[src/rtl/poly_add_noise.sv]
// poly_add_noise: c = (z + e) mod Q per coefficient, where z is unsigned in [0,Q) and e is small signed noise.
// Latency: a beat accepted in cycle t shows c_vld in cycle t+2. Sustained rate is 1 beat per cycle.
// Backpressure: at most 2 beats are held while c_rdy is low. z_rdy and e_rdy then drop together.
module poly_add_noise #(
    parameter int            N  = 16,
    parameter int            QW = 64,
    parameter int            EW = 8,
    parameter logic [QW-1:0] Q  = 64'hFFFF_FFFF_0000_0001
) (
    input  logic          clk,
    input  logic          s_rst_n,
    input  logic [QW-1:0] z_data,
    input  logic          z_vld,
    input  logic          z_last,
    output logic          z_rdy,
    input  logic [EW-1:0] e_data,
    input  logic          e_vld,
    input  logic          e_last,
    output logic          e_rdy,
    output logic [QW-1:0] c_data,
    output logic          c_vld,
    output logic          c_last,
    input  logic          c_rdy,
    output logic          frame_err
);

    localparam int IW = $clog2(N);

    // Stage-1 register: the product coefficient, the noise already lifted into [0,Q),
    // and the frame-end marker derived from the beat counter.
    typedef struct packed {
        logic          last;
        logic [QW-1:0] z;
        logic [QW:0]   e_mod;
    } s1_t;

    s1_t           s1_q;
    logic          s1_vld;
    logic          s1_rdy;
    logic          s2_rdy;
    logic          fire;
    logic [IW-1:0] idx;
    logic          last_beat;

    logic [QW:0]   q_ext;
    logic [QW:0]   e_ext;
    logic [QW:0]   e_mod;
    logic [QW:0]   sum;
    logic [QW:0]   diff;
    logic [QW-1:0] red;

    // Each stage accepts when it is empty or the stage below is accepting.
    assign s2_rdy = !c_vld | c_rdy;
    assign s1_rdy = !s1_vld | s2_rdy;

    // Join: a beat is consumed only when both streams offer one. Ready is held
    // low during reset so nothing upstream believes a beat was taken.
    assign z_rdy = s_rst_n & e_vld & s1_rdy;
    assign e_rdy = s_rst_n & z_vld & s1_rdy;
    assign fire  = z_vld & e_vld & s1_rdy;

    assign last_beat = (idx == IW'(N - 1));

    // Negative noise is mapped to Q + e. The QW+1 width keeps Q + e and z + e_mod free of overflow.
    assign q_ext = {1'b0, Q};
    assign e_ext = {{(QW + 1 - EW){e_data[EW-1]}}, e_data};
    assign e_mod = e_data[EW-1] ? (q_ext + e_ext) : e_ext;

    // A single conditional subtraction suffices because both operands are below Q.
    // sum < 2Q <= 2^(QW+1), so the top bit of sum - Q is a clean borrow.
    assign sum  = {1'b0, s1_q.z} + s1_q.e_mod;
    assign diff = sum - q_ext;
    assign red  = diff[QW] ? sum[QW-1:0] : diff[QW-1:0];

    // Stage 1: capture the joined beat, advance the beat index, and flag misaligned input 'last' bits.
    always_ff @(posedge clk or negedge s_rst_n) begin
        if (!s_rst_n) begin
            s1_vld    <= 1'b0;
            s1_q      <= '0;
            idx       <= '0;
            frame_err <= 1'b0;
        end else begin
            if (s1_rdy) begin
                s1_vld <= fire;
            end
            if (fire) begin
                s1_q.z     <= z_data;
                s1_q.e_mod <= e_mod;
                s1_q.last  <= last_beat;
                idx        <= last_beat ? '0 : idx + IW'(1);
                if ((z_last != last_beat) || (e_last != last_beat)) begin
                    frame_err <= 1'b1;
                end
            end
        end
    end

    // Stage 2: reduce and present on c. Data and last hold while the consumer stalls.
    always_ff @(posedge clk or negedge s_rst_n) begin
        if (!s_rst_n) begin
            c_vld  <= 1'b0;
            c_data <= '0;
            c_last <= 1'b0;
        end else if (s2_rdy) begin
            c_vld <= s1_vld;
            if (s1_vld) begin
                c_data <= red;
                c_last <= s1_q.last;
            end
        end
    end

endmodule

[config.mk]
export PLATFORM = sky130hd
export DESIGN_NAME = poly_add_noise
export DESIGN_NICKNAME = d
export VERILOG_FILES = /design/src/rtl/poly_add_noise.sv
export SDC_FILE = /design/constraint.sdc
export NUM_CORES = 1
export LEC_CHECK = 0
export ABC_AREA = 1
export CORE_MARGIN = 8
export CORE_UTILIZATION = 40
export CTS_CLUSTER_SIZE = 8
export DETAILED_ROUTE_END_ITERATION = 7
export PLACE_DENSITY_LB_ADDON = 0.25
export SLEW_MARGIN = 10
export SYNTH_ARGS = -nofsm -noshare
export SYNTH_HDL_FRONTEND = slang
export SYNTH_SLANG_ARGS = --single-unit
export TNS_END_PERCENT = 5
[constraint.sdc]
create_clock -name clk -period 3.8 [get_ports clk]
set_input_delay 0.38 -clock clk [delete_from_list [all_inputs] [get_ports clk]]
set_output_delay 0.38 -clock clk [all_outputs]
set_load 0.01 [all_outputs]
==> flow_metrics.env <==
export IMPL_viasPerCell=4.94
export IMPL_hold_viol=0
export IMPL_finalCritPeriodShare_pct=96.9
export IMPL_cts_sinks=157
export IMPL_vias=17400
export IMPL_cts_tree="done"
export IMPL_fillers=4128
export IMPL_multiInputGateArea_mm2=0.0105
export IMPL_fin_worst_skew_ns=0.0105
export IMPL_initial_core_util_pct=40.3
export IMPL_ioPinCount=148
export IMPL_finalSetupViolCount=0
export IMPL_yosysWarnings=0
export IMPL_ys_seq_area_share_pct=25.4
export IMPL_remaining_drc_errors=0
export IMPL_dp_cells=3487
export IMPL_numPortBuffers=147
export IMPL_hold_depth=3
export IMPL_final_common_cell="nand2_1"
export IMPL_ff2ff_path_depth=23
export IMPL_hold_start="z_data[30]"
export IMPL_cp_max_fo=19
export IMPL_finalCriticalPeriod_ns=3.68
export IMPL_die_y_um=213
export IMPL_drv_slew=0
export IMPL_num_antenna_cells=0
export IMPL_syn_inst=2777
export IMPL_numCtsBuffers=17
export IMPL_htree_levels=4
export IMPL_cap_violations=0
export IMPL_peakVddDrop_v=0.000367
export IMPL_critPathRequiredTime_ns=4.16
export IMPL_synth_main_ff_cell="dfrtp_1"
export IMPL_status="finished, final reports clean"
export IMPL_antenna_found_initial=0
export IMPL_grt_overflow=0
export IMPL_power_leakage_nw=10.9
export IMPL_final_cell_mix="1273 x nand2_1, 435 x inv_1, 186 x nand3_1"
export IMPL_fin_cells=3533
export IMPL_routedWlPerCell_um=16.1
export IMPL_drive_gt1_share_pct=13.8
export IMPL_synth_nets=2924
export IMPL_grtUsageTotal_pct=25.0
export IMPL_ant_nets=0
export IMPL_syn_avg_cell_area_um2=5.57
export IMPL_clk_latency_ns=0.48
export IMPL_grt_first_pass_wirelength_um=88300
export IMPL_grt_max_degree=92
export IMPL_first_pass_iters=5
export IMPL_routed_wl_um=57000
export IMPL_fin_util_pct=51.6
export IMPL_drtIter0Drc=1158
export IMPL_r2r_start="s1_q[63]"
export IMPL_max_freq_mhz=272
export IMPL_fp_coreArea_mm2=0.0384
export IMPL_die_area_mm2=0.0452
export IMPL_startpoint="s1_q[63]"
export IMPL_synth_cell_type_count=38
export IMPL_synthArstFlopShare_pct=100
export IMPL_gp_congestion=0.979
export IMPL_area_growth_pct=28.0
export IMPL_power_density_mw_per_mm2=541
export IMPL_post_dp_hpwl_um=46500
export IMPL_crit_path_end_kind="register"
export IMPL_cts_root_buf="clkbuf_16"
export IMPL_seqCellArea_mm2=0.00394
export IMPL_num_nets_final=3149
export IMPL_worstSetupPathType="register to register"
export IMPL_rows=72
export IMPL_tightest_slew_ns=1.11
export IMPL_relSlewSlack_pct=25.8
export IMPL_synth_area_mm2=0.0155
export IMPL_die_width_um=213
export IMPL_path_clk_slew_ns=0.07
export IMPL_rsz0062_at_grt="yes"
export IMPL_synth_edf_count=0
export IMPL_start_kind="register"
export IMPL_synth_seq_cells=157
export IMPL_min_path_type="primary input to register"
export IMPL_cp_arrival_ns=4.04
export IMPL_grt_pass1_vias=16300
export IMPL_cts_buffer_depth=2
==> path summary, 6_finish.rpt <==
| path | endpoint | slack [ns] |
|---|---|---|
| min | s1_q[95] | 0.44 |
| min reg2reg | c_data[44] | 0.48 |
| max reg2reg | c_data[41] | 0.12 |
| max in group asynchronous | s1_q[63] | 2.33 |
| min in group asynchronous | c_data[10] | 0.49 |
| max | c_data[41] | 0.12 |
==> cells by family (layout without fill, tap and decap cells) <==
kind of cell / Yosys count / count (layout) / synth area share (%)
adders and majority gates: 68 / 68 / 5.55
xor gates and xnor gates: 42 / 42 / 2.38
DFF: 157 / 157 / 25.4
muxes: 1 / 1 / 0.0728
AOI/OAI and AO/OA: 112 / 112 / 3.79
and+or+nand+nor: 1888 / 1888 / 50.0
buffers and inverters: 509 / 747 / 12.8
==> through the flow <==
step                setup slack (ns)  hold WS (ns)  power [mW]  TNS (ns)  instance area [um2]
global route                 -0.0978         0.434        11.6     -2.04                19800
global placement             -0.0578         0.438        8.48    -0.154                18100
detailed placement           -0.0438         0.446        8.53    -0.372                18100
floorplan                      0.467        0.0844        6.03         0                15500
finish                         0.117         0.435        10.7         0                19800
CTS                           0.0114         0.413        10.3         0                18700
==> final cells by class <==
| class | instances | area share (%) |
|---|---|---|
| Clock buffer | 20 | 2.31 |
| Inverter | 461 | 8.75 |
| Clock inverter | 12 | 0.512 |
| Sequential cell | 157 | 19.9 |
| Multi-Input combinational cell | 2111 | 53.1 |
| Timing Repair Buffer | 254 | 12.2 |
| Tap cell | 518 | 3.27 |
==> sequential cells by signal (all words and copies together), names as in the netlist <==
name / count
s1_q: 85
s1_vld: 1
c_last: 1
c_data: 64
c_vld: 1
idx: 4
frame_err: 1
==> per-layer routing <==
layer  track usage, %  up-vias  wire, um
li1                 -     8878         -
met1             35.0     7994     27300
met2             39.3      500     25200
met3             2.54       69      2990
met4             9.31        0      1510
met5                0        -         0
==> repair_timing <==
item                                   CTS  global route
pin swaps                                0            12
gates cloned                             0             4
setup endpoints to repair               46            64
resized for setup                        7           231
endpoints found under the hold margin   66             0
hold buffers                             1             0
buffers inserted                         0             9
==> power by group <==
part | total (mW) | switching (mW) | internal (mW)
combinational | 6.52 | 3.99 | 2.53
clock | 1.68 | 0.798 | 0.886
sequential | 2.50 | 0.360 | 2.14
==> synth_stat cells (7+ instances only) <==
master       n  area share (%)
nor3_1      20            0.65
nor2_2      21            0.85
inv_2       20            0.49
clkbuf_1    22            0.53
nor2_1     228             5.5
nand3_2      8            0.52
o21ai_0     21            0.68
xnor2_1      7            0.40
ha_1        67             5.4
nor2_4       7            0.51
xor2_1      35             2.0
inv_1      440              11
buf_2       12            0.39
nand4_1     38             1.5
nand2_1   1323              32
nand3_1    195             6.3
o21ai_1     29            0.94
nand2_2     31             1.3
dfrtp_1    157              25
a21oi_1     53             1.7
==> worst max-delay path, cell delays in order, from the launching register on <==
cell     delay (ns)
dfrtp_2        0.47
buf_12         0.19
ha_2           0.38
nand2_1        0.09
nor2_2         0.15
inv_1          0.08
nor2_4         0.15
inv_2          0.07
nor2_1         0.19
nand2_1        0.17
nand3_1        0.11
nand2_1        0.05
nand2_1        0.13
nand2_1        0.12
nor2_1         0.13
nand2_2        0.09
nor2_4         0.10
nand4_1        0.16
buf_4          0.22
buf_12         0.16
nand3_1        0.10
nand2_1        0.10
nand2_1        0.08
nand2_1        0.06
Note: power is estimated with default switching activity, not from simulation.
